===== src/rtl/astro_pkg.sv =====
// Shared types and constants for the template match engine: FSM states,
// pixel type, block dimensions and result word field positions.
package astro_pkg;

  typedef enum logic [2:0] {
    IDLE,
    LOAD_TEM,
    LOAD_WIN,
    COMPUTE,
    WRITE_RES,
    DONE
  } state_t;

  typedef logic [7:0] pixel_t;

  localparam int TEM_DIM     = 8;
  localparam int WIN_DIM     = 16;
  localparam int OFF_DIM     = 9;
  localparam int SAD_W       = 14;
  localparam int RES_DY_LSB  = 24;
  localparam int RES_DX_LSB  = 16;
  localparam int RES_SAD_LSB = 0;

  localparam logic [SAD_W-1:0] SAD_INIT = 14'h3FFF;

  function automatic logic [31:0] pack_result(input logic [3:0] dy,
                                              input logic [3:0] dx,
                                              input logic [SAD_W-1:0] sad);
    logic [31:0] w;
    w = '0;
    w[RES_DY_LSB +: 8]      = {4'h0, dy};
    w[RES_DX_LSB +: 8]      = {4'h0, dx};
    w[RES_SAD_LSB +: SAD_W] = sad;
    return w;
  endfunction

endpackage


===== src/rtl/template_match_engine_sad4.sv =====
// Combinational sum of absolute differences over four packed 8-bit pixels
// (pixel k at bits [31-8k -: 8]).
module sad4
  import astro_pkg::*;
(
  input  logic [31:0] a,
  input  logic [31:0] b,
  output logic [9:0]  sum
);

  pixel_t diff [4];

  for (genvar k = 0; k < 4; k++) begin : g_abs
    pixel_t pa;
    pixel_t pb;
    assign pa      = a[31-8*k -: 8];
    assign pb      = b[31-8*k -: 8];
    assign diff[k] = (pa > pb) ? (pa - pb) : (pb - pa);
  end

  assign sum = 10'(diff[0]) + 10'(diff[1]) + 10'(diff[2]) + 10'(diff[3]);

endmodule


===== src/rtl/template_match_engine.sv =====
// Loads an 8x8 template and 16x16 search window, finds the minimum-SAD offset
// and writes it back. Define SAD_EARLY_TERM_EN to cut offsets short once hopeless.
module template_match_engine
  import astro_pkg::*;
#(
  parameter int RES_ROW = 127,
  parameter int RES_COL = 0
) (
  input  logic        clk,
  input  logic        rst_n,
  input  logic        ready_2_start,
  input  logic        rd_valid,
  input  logic [31:0] rd_data,
  output logic        req,
  output logic        rd_wr,
  output logic [6:0]  row,
  output logic [6:0]  col,
  output logic        tem_win,
  output logic [31:0] write_data,
  output logic        set_done
);

  state_t state, state_n;
  logic        pending, pending_n;
  logic [5:0]  load_idx, load_idx_n, next_idx;
  logic        req_n, rd_wr_n, tem_win_n, set_done_n;
  logic [6:0]  row_n, col_n;
  logic [31:0] write_data_n;
  logic        accept;

  pixel_t tem_buf [TEM_DIM][TEM_DIM];
  pixel_t win_buf [WIN_DIM][WIN_DIM];

  logic [3:0]       off_dy, off_dx, step;
  logic [SAD_W-1:0] acc, min_sad, offset_total, min_next;
  logic [3:0]       best_dy, best_dx, best_dy_next, best_dx_next;
  logic [31:0]      tem_word, win_word;
  logic [9:0]       part;
  logic             upd, offset_end, last_offset;
  logic [2:0]       t_row, t_col;
  logic [3:0]       w_row, w_col;

  assign accept   = pending && rd_valid;
  assign next_idx = load_idx + 6'd1;

  // Each compute cycle covers half a template row against the current offset.
  assign t_row = step[3:1];
  assign t_col = {step[0], 2'b00};
  assign w_row = {1'b0, t_row} + off_dy;
  assign w_col = {1'b0, t_col} + off_dx;

  always_comb begin
    tem_word = '0;
    win_word = '0;
    for (int k = 0; k < 4; k++) begin
      tem_word[31-8*k -: 8] = tem_buf[t_row][t_col + 3'(k)];
      win_word[31-8*k -: 8] = win_buf[w_row][w_col + 4'(k)];
    end
  end

  sad4 u_sad4 (
    .a   (tem_word),
    .b   (win_word),
    .sum (part)
  );

  assign offset_total = acc + SAD_W'(part);
  assign upd          = (step == 4'd15) && (offset_total < min_sad);
  assign min_next     = upd ? offset_total : min_sad;
  assign best_dy_next = upd ? off_dy : best_dy;
  assign best_dx_next = upd ? off_dx : best_dx;
  assign last_offset  = (off_dy == 4'(OFF_DIM-1)) && (off_dx == 4'(OFF_DIM-1));

`ifdef SAD_EARLY_TERM_EN
  assign offset_end = (step == 4'd15) || (offset_total >= min_sad);
`else
  assign offset_end = (step == 4'd15);
`endif

  always_comb begin
    state_n      = state;
    pending_n    = pending;
    load_idx_n   = load_idx;
    req_n        = 1'b0;
    rd_wr_n      = 1'b0;
    row_n        = row;
    col_n        = col;
    tem_win_n    = tem_win;
    write_data_n = write_data;
    set_done_n   = 1'b0;
    if (state != IDLE && !ready_2_start) begin
      state_n   = IDLE;
      pending_n = 1'b0;
    end else begin
      case (state)
        IDLE: begin
          if (ready_2_start) begin
            state_n    = LOAD_TEM;
            load_idx_n = '0;
            req_n      = 1'b1;
            pending_n  = 1'b1;
            row_n      = '0;
            col_n      = '0;
            tem_win_n  = 1'b0;
          end
        end
        LOAD_TEM: begin
          if (accept) begin
            req_n     = 1'b1;
            pending_n = 1'b1;
            if (load_idx == 6'd15) begin
              state_n    = LOAD_WIN;
              load_idx_n = '0;
              row_n      = '0;
              col_n      = '0;
              tem_win_n  = 1'b1;
            end else begin
              load_idx_n = next_idx;
              row_n      = {4'b0, next_idx[3:1]};
              col_n      = {6'b0, next_idx[0]};
            end
          end
        end
        LOAD_WIN: begin
          if (accept) begin
            if (load_idx == 6'd63) begin
              state_n   = COMPUTE;
              pending_n = 1'b0;
            end else begin
              req_n      = 1'b1;
              pending_n  = 1'b1;
              load_idx_n = next_idx;
              row_n      = {3'b0, next_idx[5:2]};
              col_n      = {5'b0, next_idx[1:0]};
            end
          end
        end
        COMPUTE: begin
          if (offset_end && last_offset) begin
            state_n      = WRITE_RES;
            req_n        = 1'b1;
            rd_wr_n      = 1'b1;
            row_n        = 7'(RES_ROW);
            col_n        = 7'(RES_COL);
            tem_win_n    = 1'b0;
            write_data_n = pack_result(best_dy_next, best_dx_next, min_next);
          end
        end
        WRITE_RES: begin
          state_n    = DONE;
          set_done_n = 1'b1;
        end
        DONE:    state_n = IDLE;
        default: state_n = IDLE;
      endcase
    end
  end

  always_ff @(posedge clk or negedge rst_n) begin
    if (!rst_n) begin
      state      <= IDLE;
      pending    <= 1'b0;
      load_idx   <= '0;
      req        <= 1'b0;
      rd_wr      <= 1'b0;
      row        <= '0;
      col        <= '0;
      tem_win    <= 1'b0;
      write_data <= '0;
      set_done   <= 1'b0;
    end else begin
      state      <= state_n;
      pending    <= pending_n;
      load_idx   <= load_idx_n;
      req        <= req_n;
      rd_wr      <= rd_wr_n;
      row        <= row_n;
      col        <= col_n;
      tem_win    <= tem_win_n;
      write_data <= write_data_n;
      set_done   <= set_done_n;
    end
  end

  always_ff @(posedge clk or negedge rst_n) begin
    if (!rst_n) begin
      for (int r = 0; r < TEM_DIM; r++)
        for (int c = 0; c < TEM_DIM; c++)
          tem_buf[r][c] <= '0;
      for (int r = 0; r < WIN_DIM; r++)
        for (int c = 0; c < WIN_DIM; c++)
          win_buf[r][c] <= '0;
    end else if (accept && ready_2_start) begin
      for (int k = 0; k < 4; k++) begin
        if (state == LOAD_TEM)
          tem_buf[load_idx[3:1]][{load_idx[0], 2'b00} + 3'(k)] <= rd_data[31-8*k -: 8];
        if (state == LOAD_WIN)
          win_buf[load_idx[5:2]][{load_idx[1:0], 2'b00} + 4'(k)] <= rd_data[31-8*k -: 8];
      end
    end
  end

  // Search registers restart at the top of every set so an aborted set leaves no trace.
  always_ff @(posedge clk or negedge rst_n) begin
    if (!rst_n) begin
      acc     <= '0;
      step    <= '0;
      off_dy  <= '0;
      off_dx  <= '0;
      min_sad <= '0;
      best_dy <= '0;
      best_dx <= '0;
    end else if (state == COMPUTE) begin
      min_sad <= min_next;
      best_dy <= best_dy_next;
      best_dx <= best_dx_next;
      if (offset_end) begin
        acc  <= '0;
        step <= '0;
        if (off_dx == 4'(OFF_DIM-1)) begin
          off_dx <= '0;
          off_dy <= off_dy + 4'd1;
        end else begin
          off_dx <= off_dx + 4'd1;
        end
      end else begin
        acc  <= offset_total;
        step <= step + 4'd1;
      end
    end else begin
      acc    <= '0;
      step   <= '0;
      off_dy <= '0;
      off_dx <= '0;
      if (state == LOAD_TEM) begin
        min_sad <= SAD_INIT;
        best_dy <= '0;
        best_dx <= '0;
      end
    end
  end

endmodule


===== config.mk =====
export PLATFORM = sky130hd
export DESIGN_NAME = template_match_engine
export DESIGN_NICKNAME = d
export VERILOG_FILES = /design/src/rtl/astro_pkg.sv /design/src/rtl/template_match_engine_sad4.sv /design/src/rtl/template_match_engine.sv
export SDC_FILE = /design/constraint.sdc
export NUM_CORES = 2
export LEC_CHECK = 0
export BUFFER_PORTS_ARGS = -buffer_cell sky130_fd_sc_hd__buf_2
export CORE_MARGIN = 4
export CORE_UTILIZATION = 30
export DETAILED_ROUTE_END_ITERATION = 6
export PLACE_DENSITY = 0.46
export SKIP_CTS_REPAIR_TIMING = 1
export SLEW_MARGIN = 10
export SYNTH_ARGS = -nofsm -noshare
export SYNTH_HDL_FRONTEND = slang
export SYNTH_HIERARCHICAL = 1
export SYNTH_SLANG_ARGS = --single-unit

===== constraint.sdc =====
create_clock -name clk -period 12.2 [get_ports clk]
set_input_delay 2.44 -clock clk [delete_from_list [all_inputs] [get_ports clk]]
set_output_delay 2.44 -clock clk [all_outputs]
set_load 0.01 [all_outputs]

After elaboration in Yosys (flattened, before gate mapping)
Cells that the tools add are included.

operators by class
  $add $sub $neg = 30
  magnitude comparators = 35
  eq/ne operators = 23
  muxes and demuxes = 154
  bitwise gates (word level) = 21
  reduce and logical (&&, ||, !) cells = 31

operators with widths
  cell                                                       count
  2-to-1 mux 2048 bit                                        7
  bitwise mux 2048 bit                                       4
  2-to-1 mux 512 bit                                         7
  bitwise mux 512 bit                                        4
  demux 128 bit (select 4 bit)                               4
  demux 64 bit (select 3 bit)                                4
  2-to-1 mux 128 bit                                         6
  binary-select mux 128 bit (select 4 bit)                   1
  2-to-1 mux 64 bit                                          6
  2-to-1 mux 8 bit                                           28
  binary-select mux 64 bit (select 3 bit)                    1
  binary-select mux 8 bit (select 4 bit)                     4
  demux 8 bit (select 4 bit)                                 4
  binary-select mux 8 bit (select 3 bit)                     4
  demux 8 bit (select 3 bit)                                 4
  2-to-1 mux 14 bit                                          5
  subtractor 8 bit                                           8
  2-to-1 mux 7 bit                                           9
  one-hot mux 7 bit (4 select lines)                         2
  2-to-1 mux 4 bit                                           13
  greater-or-equal comparator 5 bit (second input constant)  10
  NOT 4 -> 5 bit                                             10
  greater-or-equal comparator 4 bit (second input constant)  10
  NOT 3 -> 4 bit                                             10
  40 further kinds                                           129

word-level totals
  register bits = 2,658
  output and inout port bits = 50
  logic and storage cells = 631

Longest topological paths before layout
  depth after elaboration = 18
  depth in mapped cells = 52
  depth with buffers taken out = 42

By module
Netlist, hierarchy kept.

modules (own cells, without submodules)
  module                 instances  cells each  area each (µm²)  sequential area each (µm²)
  template_match_engine  1          8,198       125,271.4        66,338.6
  sad4                   1          471         3,616.0          0.0

Worst setup path before layout
Ideal clock, no wire load.

  path type = register to register
  start point = register step[2]
  end point = register write_data[17]
  arrival = 10,953 ps
  data required time = 12,067 ps
  slack = 1,114 ps
  stages on the path, launching flop included = 48
  cells stage by stage = dfrtp_1 clkbuf_1 clkbuf_1 clkbuf_1 inv_1 fa_1 buf_4 buf_4 clkbuf_1 buf_2 mux4_2 mux2i_1 mux4_2 mux2i_1 o22ai_1 a211oi_1 inv_1 fa_1 [12 not listed] o21ai_1 a21boi_0 o31a_1 a21oi_1 ha_1 nand2_1 nor4_1 nor2_1 a211oi_1 xnor2_1 ha_1 o2111ai_1 a21o_1 o21ai_0 clkbuf_1 clkbuf_1 mux2i_1 o21ai_0

between the ends
  elaborated cells between the ends (all ways) = 59
  those cells by class = add/sub: 13; order compare: 5; eq/ne: 1; mux: 35; bitwise: 2; reduce/logical: 3

RTL lines
  element                                                                   line                              text
  from (decl)                                                               template_match_engine.sv:34       logic [3:0] off_dy, off_dx, step;
  from (signal assigned)                                                    template_match_engine.sv:228      step <= step + 4'd1;
  adder 3 x 4 -> 4 bit (*)                                                  template_match_engine.sv:49       assign w_row = {1'b0, t_row} + off_dy;
  NOT 4 -> 5 bit (not written as such) (*)                                  template_match_engine.sv:57       win_word[31-8*k -: 8] = win_buf[w_row][w_col + 4'(k)];
  binary-select mux 128 bit (select 4 bit) (*)                              template_match_engine.sv:57
  2-to-1 mux 128 bit (not written as such) (*) (2 in series)                template_match_engine.sv:57
  binary-select mux 8 bit (select 4 bit) (*)                                template_match_engine.sv:57
  2-to-1 mux 8 bit (not written as such) (*) (2 in series)                  template_match_engine.sv:57
  net win_word[9]                                                           template_match_engine.sv:37       logic [31:0] tem_word, win_word;
  subtractor 8 bit / greater-than comparator 8 bit (equally long branches)  template_match_engine_sad4.sv:18  assign diff[k] = (pa > pb) ? (pa - pb) : (pb - pa);
  2-to-1 mux 8 bit (*)                                                      template_match_engine_sad4.sv:18
  adder 10 x 8 -> 10 bit (*) (2 in series)                                  template_match_engine_sad4.sv:21  assign sum = 10'(diff[0]) + 10'(diff[1]) + 10'(diff[2]) + 10'(diff[3]);
  net part[7]                                                               template_match_engine.sv:38       logic [9:0] part;
  adder 14 x 10 -> 14 bit (*)                                               template_match_engine.sv:67       assign offset_total = acc + SAD_W'(part);
  < comparator 14 bit (*)                                                   template_match_engine.sv:68       assign upd = (step == 4'd15) && (offset_total < min_sad);
  logical AND 1 bit (*)                                                     template_match_engine.sv:68
  2-to-1 mux 4 bit (*)                                                      template_match_engine.sv:71       assign best_dx_next = upd ? off_dx : best_dx;
  to (signal assigned)                                                      template_match_engine.sv:180      write_data <= write_data_n;
  to (decl)                                                                 template_match_engine.sv:19       output logic [31:0] write_data,

The timed path passes the listed nets; every way through them passes the cells marked *. The select of a mux whose other input is x is not followed.
A chain may end at the register's enable or synchronous reset.

Worst setup path in the final report
  start point = register off_dy[1]
  end point = register best_dx[3]

between the ends
  elaborated cells between the ends (all ways) = 41
  those cells by class = add/sub: 13; order compare: 5; mux: 21; bitwise: 1; reduce/logical: 1

RTL lines
  element                                                                   line                              text
  from (decl)                                                               template_match_engine.sv:34
  from (signal assigned)                                                    template_match_engine.sv:222      off_dy <= off_dy + 4'd1;
  adder 3 x 4 -> 4 bit (*)                                                  template_match_engine.sv:49
  NOT 4 -> 5 bit (not written as such) (*)                                  template_match_engine.sv:57
  binary-select mux 128 bit (select 4 bit) (*)                              template_match_engine.sv:57
  2-to-1 mux 128 bit (not written as such) (*) (2 in series)                template_match_engine.sv:57
  binary-select mux 8 bit (select 4 bit) (*)                                template_match_engine.sv:57
  2-to-1 mux 8 bit (not written as such) (*) (2 in series)                  template_match_engine.sv:57
  net win_word[12]                                                          template_match_engine.sv:37
  subtractor 8 bit / greater-than comparator 8 bit (equally long branches)  template_match_engine_sad4.sv:18
  2-to-1 mux 8 bit (*)                                                      template_match_engine_sad4.sv:18
  adder 10 x 8 -> 10 bit (*) (2 in series)                                  template_match_engine_sad4.sv:21
  net part[7]                                                               template_match_engine.sv:38
  adder 14 x 10 -> 14 bit (*)                                               template_match_engine.sv:67
  < comparator 14 bit (*)                                                   template_match_engine.sv:68
  logical AND 1 bit (*)                                                     template_match_engine.sv:68
  2-to-1 mux 4 bit (*)                                                      template_match_engine.sv:71
  2-to-1 mux 4 bit (*)                                                      template_match_engine.sv:213      end else if (state == COMPUTE) begin
  to (signal assigned)                                                      template_match_engine.sv:216      best_dx <= best_dx_next;
  to (decl)                                                                 template_match_engine.sv:36       logic [3:0] best_dy, best_dx, best_dy_next, best_dx_next;

Marked as above.

==> run metrics <==
clock skew=0.0721 ns; CP Class=reg -> reg; WL/cell=29.2 um; vias in the first global route=83.3k; Final Setup Violations=0; Hold Startpoint=write_data[16]; Post-synth top flop=dfrtp_1; mux contribution to synthesized area=38.3%; CTS buffer count=314; power per cell area=235 nW/um^2; die width=663 um; data arrival time of the worst path=12.47 ns; Sink Count=2651; Slew @ Worst Pin=1.24 ns; P_leak=72.0 nW; R2R setup slack=0.55 ns; crit-path max cell delay=0.93 ns; Final ANT Viol Nets=0; post-synthesis xor/xnor area fraction=0.365%; Design Power=34.6 mW; adder-cell share of the synthesized area=1.46%; final worst setup slack=0.548 ns; Die Area=440000 sq um; Fin. Hold Viols=0; most repeated library cell on the critical path=ha_1; Worst Path Required=13.02 ns; root buf cell=clkbuf_16; Storage cell area=66400 sq um; Fin Hold WS=0.483 ns; vias post-DR=76.8k; Post-Layout Cell Count=14.6k; CP startpoint kind=flip-flop; Die Y=663 um; Starting DRT DRC Count=5314; final net count=8801; fin util=34.4%; gpl congestion=0.948; share of cells above drive strength 1=49.3%; hold depth=2; MaxCap Viol Count=0; clock latency on the worst-skew pair=0.95 ns; # DRC=0; DP Worst Slack=0.119 ns; Compound-Gate Fraction of Synth Area=2.82%; P&R area growth vs syn=14.2%; RSZ-0062 raised after global routing=no; Hold Crit Class=reg -> reg; # H-tree levels=5; initial antenna violation count=28; Cells after Synth=8669; Avg Inst Size Synth=14.9 sq um; Reg clk slew, reported paths=0.06 ns; main combinational cell family by area after synthesis=multiplexers; Worst path slowest cell=fa_4; multi-input logic area=58600 sq um; Post-DP HPWL=262000 um; GRT Total Usage=19.1%; FFs w/ async S/R, synth=100%; Rows=240; Routed WL=425000 um; clk buf depth=4; largest net degree at the start of global routing=199; DP Cell Count=14.0k; first-pass GRT wire length=619000 um; worst hold path endpoint=write_data[16]; maximum vdd drop=1290 uV; Yosys warning count=6; vias per cell=5.27; core region area=428000 sq um; Design Area, Final=147000 sq um; Synth cell types=91; IO buf count=70; post-route minimum period=11.65 ns; reg-to-reg endpoint=best_dx[3]; dpl cell area=137000 sq um; CP Max Fanout=32; fillers=41.3k; Post-Synth Simple-Gate Area=2.12%; TNS Setup=0 ns; Tcrit/Tclk final=95.5%; sequential share of the synthesized area=51.5%; mapped cell area=129000 sq um; Final Slew Violations=0; endpoint type of the worst setup path=flip-flop; outcome=complete, no violations; Post-synth EDFFs=0; worst relative slew slack=15.2%; reg2reg start=off_dy[1]; io pins=86; global route total overflow=0; Synth Register Bits=2651; fmax=0.0858 GHz; CTS tree=done; Initial Util=30.1%; r2r worst-path depth=42; first-pass iteration count of the detailed router=6
## area by class of cell
type,instances,area share [%]
antenna,11,0.0187
clock buffer,479,6.29
clock inverter,82,0.700
inverter,153,0.392
multi-input combinational,5022,39.8
sequential,2651,45.1
tap,5687,4.84
timing repair buffer,489,2.84
## critical path: cells and delay by family (launching register included)
kind	cells	cell delay [ns]
AOI/OAI and AO/OA	14	3.49
DFF	1	0.48
muxes	4	1.38
buffers and inverters	8	1.14
and+or+nand+nor	7	1.14
xor gates and xnor gates	1	0.18
adders and majority gates	8	3.62
## synthesized netlist by cell type (21+ instances only)
cell	number	area, sq um
a211oi_1	30	225
a21o_1	29	218
a21oi_1	125	626
a22o_1	30	263
a22oi_1	27	203
and2_1	21	131
and3_1	22	138
buf_1	307	1150
buf_2	73	365
buf_4	73	548
buf_6	36	405
clkbuf_1	367	1380
dfrtp_1	2651	66300
fa_1	26	521
ha_1	108	1350
inv_1	150	563
mux2_1	69	777
mux2_2	2559	28800
mux2i_1	361	3610
mux4_2	718	16200
nand2_1	218	818
nand3_1	75	375
nor2_1	110	413
nor3_1	34	170
o211ai_1	33	248
o21ai_0	85	425
o22ai_1	34	213
xnor2_1	37	324
## sequential cells by signal (all words and copies together), names as in the netlist, 5 cells and up
| signal | cells |
|---|---|
| row | 5 |
| load_idx | 6 |
| min_sad | 14 |
| write_data | 22 |
| acc | 14 |
| tem_buf | 512 |
| win_buf | 2048 |
## per-layer routing
metal  part of all wire (%)  up-vias  GRT usage [%]
li1                       -    32000              -
met4                    3.2        0           5.68
met3                    4.2      613           2.39
met2                     47     1700           31.3
met1                     45    42500           26.4
met5                      0        -              0
## cell usage in the layout, fill, tap and decap left out, types with 29 or more instances in the layout
master     synthesis  layout
dfrtp_1         2651    2644
mux2_2          2559    2559
mux4_2           718     718
buf_4             73     404
mux2i_1          361     358
clkbuf_16          0     314
inv_1            150     149
nand2_1          218     147
a21oi_1          125     124
ha_1             108     106
nor2_1           110     102
clkbuf_1         367      87
o21ai_0           85      84
clkbuf_8           0      78
nand3_1           75      74
mux2_1            69      69
nand2_2            3      67
buf_12             0      48
clkinv_2           0      40
buf_2             73      37
xnor2_1           37      36
o22ai_1           34      34
nor3_1            34      33
o211ai_1          33      33
a22o_1            30      30
a21o_1            29      29
## kinds of logic after synthesis
| kind of cell | count (synthesis) |
|---|---|
| adders and majority gates | 135 |
| DFF | 2651 |
| xor gates and xnor gates | 52 |
| and+or+nand+nor | 583 |
| buffers and inverters | 1010 |
| AOI/OAI and AO/OA | 529 |
| muxes | 3708 |
| other | 1 |
## how the worst max path moves through the flow
stage / endpoint / depth (start not counted) / slack, ns / from
5_1_grt: write_data[8] / 45 / 0.0006 / off_dy[0]
3_3_place_gp: best_dx[0] / 43 / 0.06 / off_dy[0]
3_5_place_dp: best_dx[3] / 44 / 0.12 / off_dy[0]
2_1_floorplan: write_data[17] / 47 / 1.11 / step[2]
6_report: best_dx[3] / 42 / 0.55 / off_dy[1]
4_1_cts: write_data[2] / 43 / 0.1 / off_dy[0]
## where the power goes
| part | internal, mW | switching [mW] |
|---|---|---|
| logic | 7.24 | 8.83 |
| clock network | 5.48 | 3.89 |
| registers | 9.04 | 0.141 |
No activity file was read; power rests on OpenSTA's default activity.
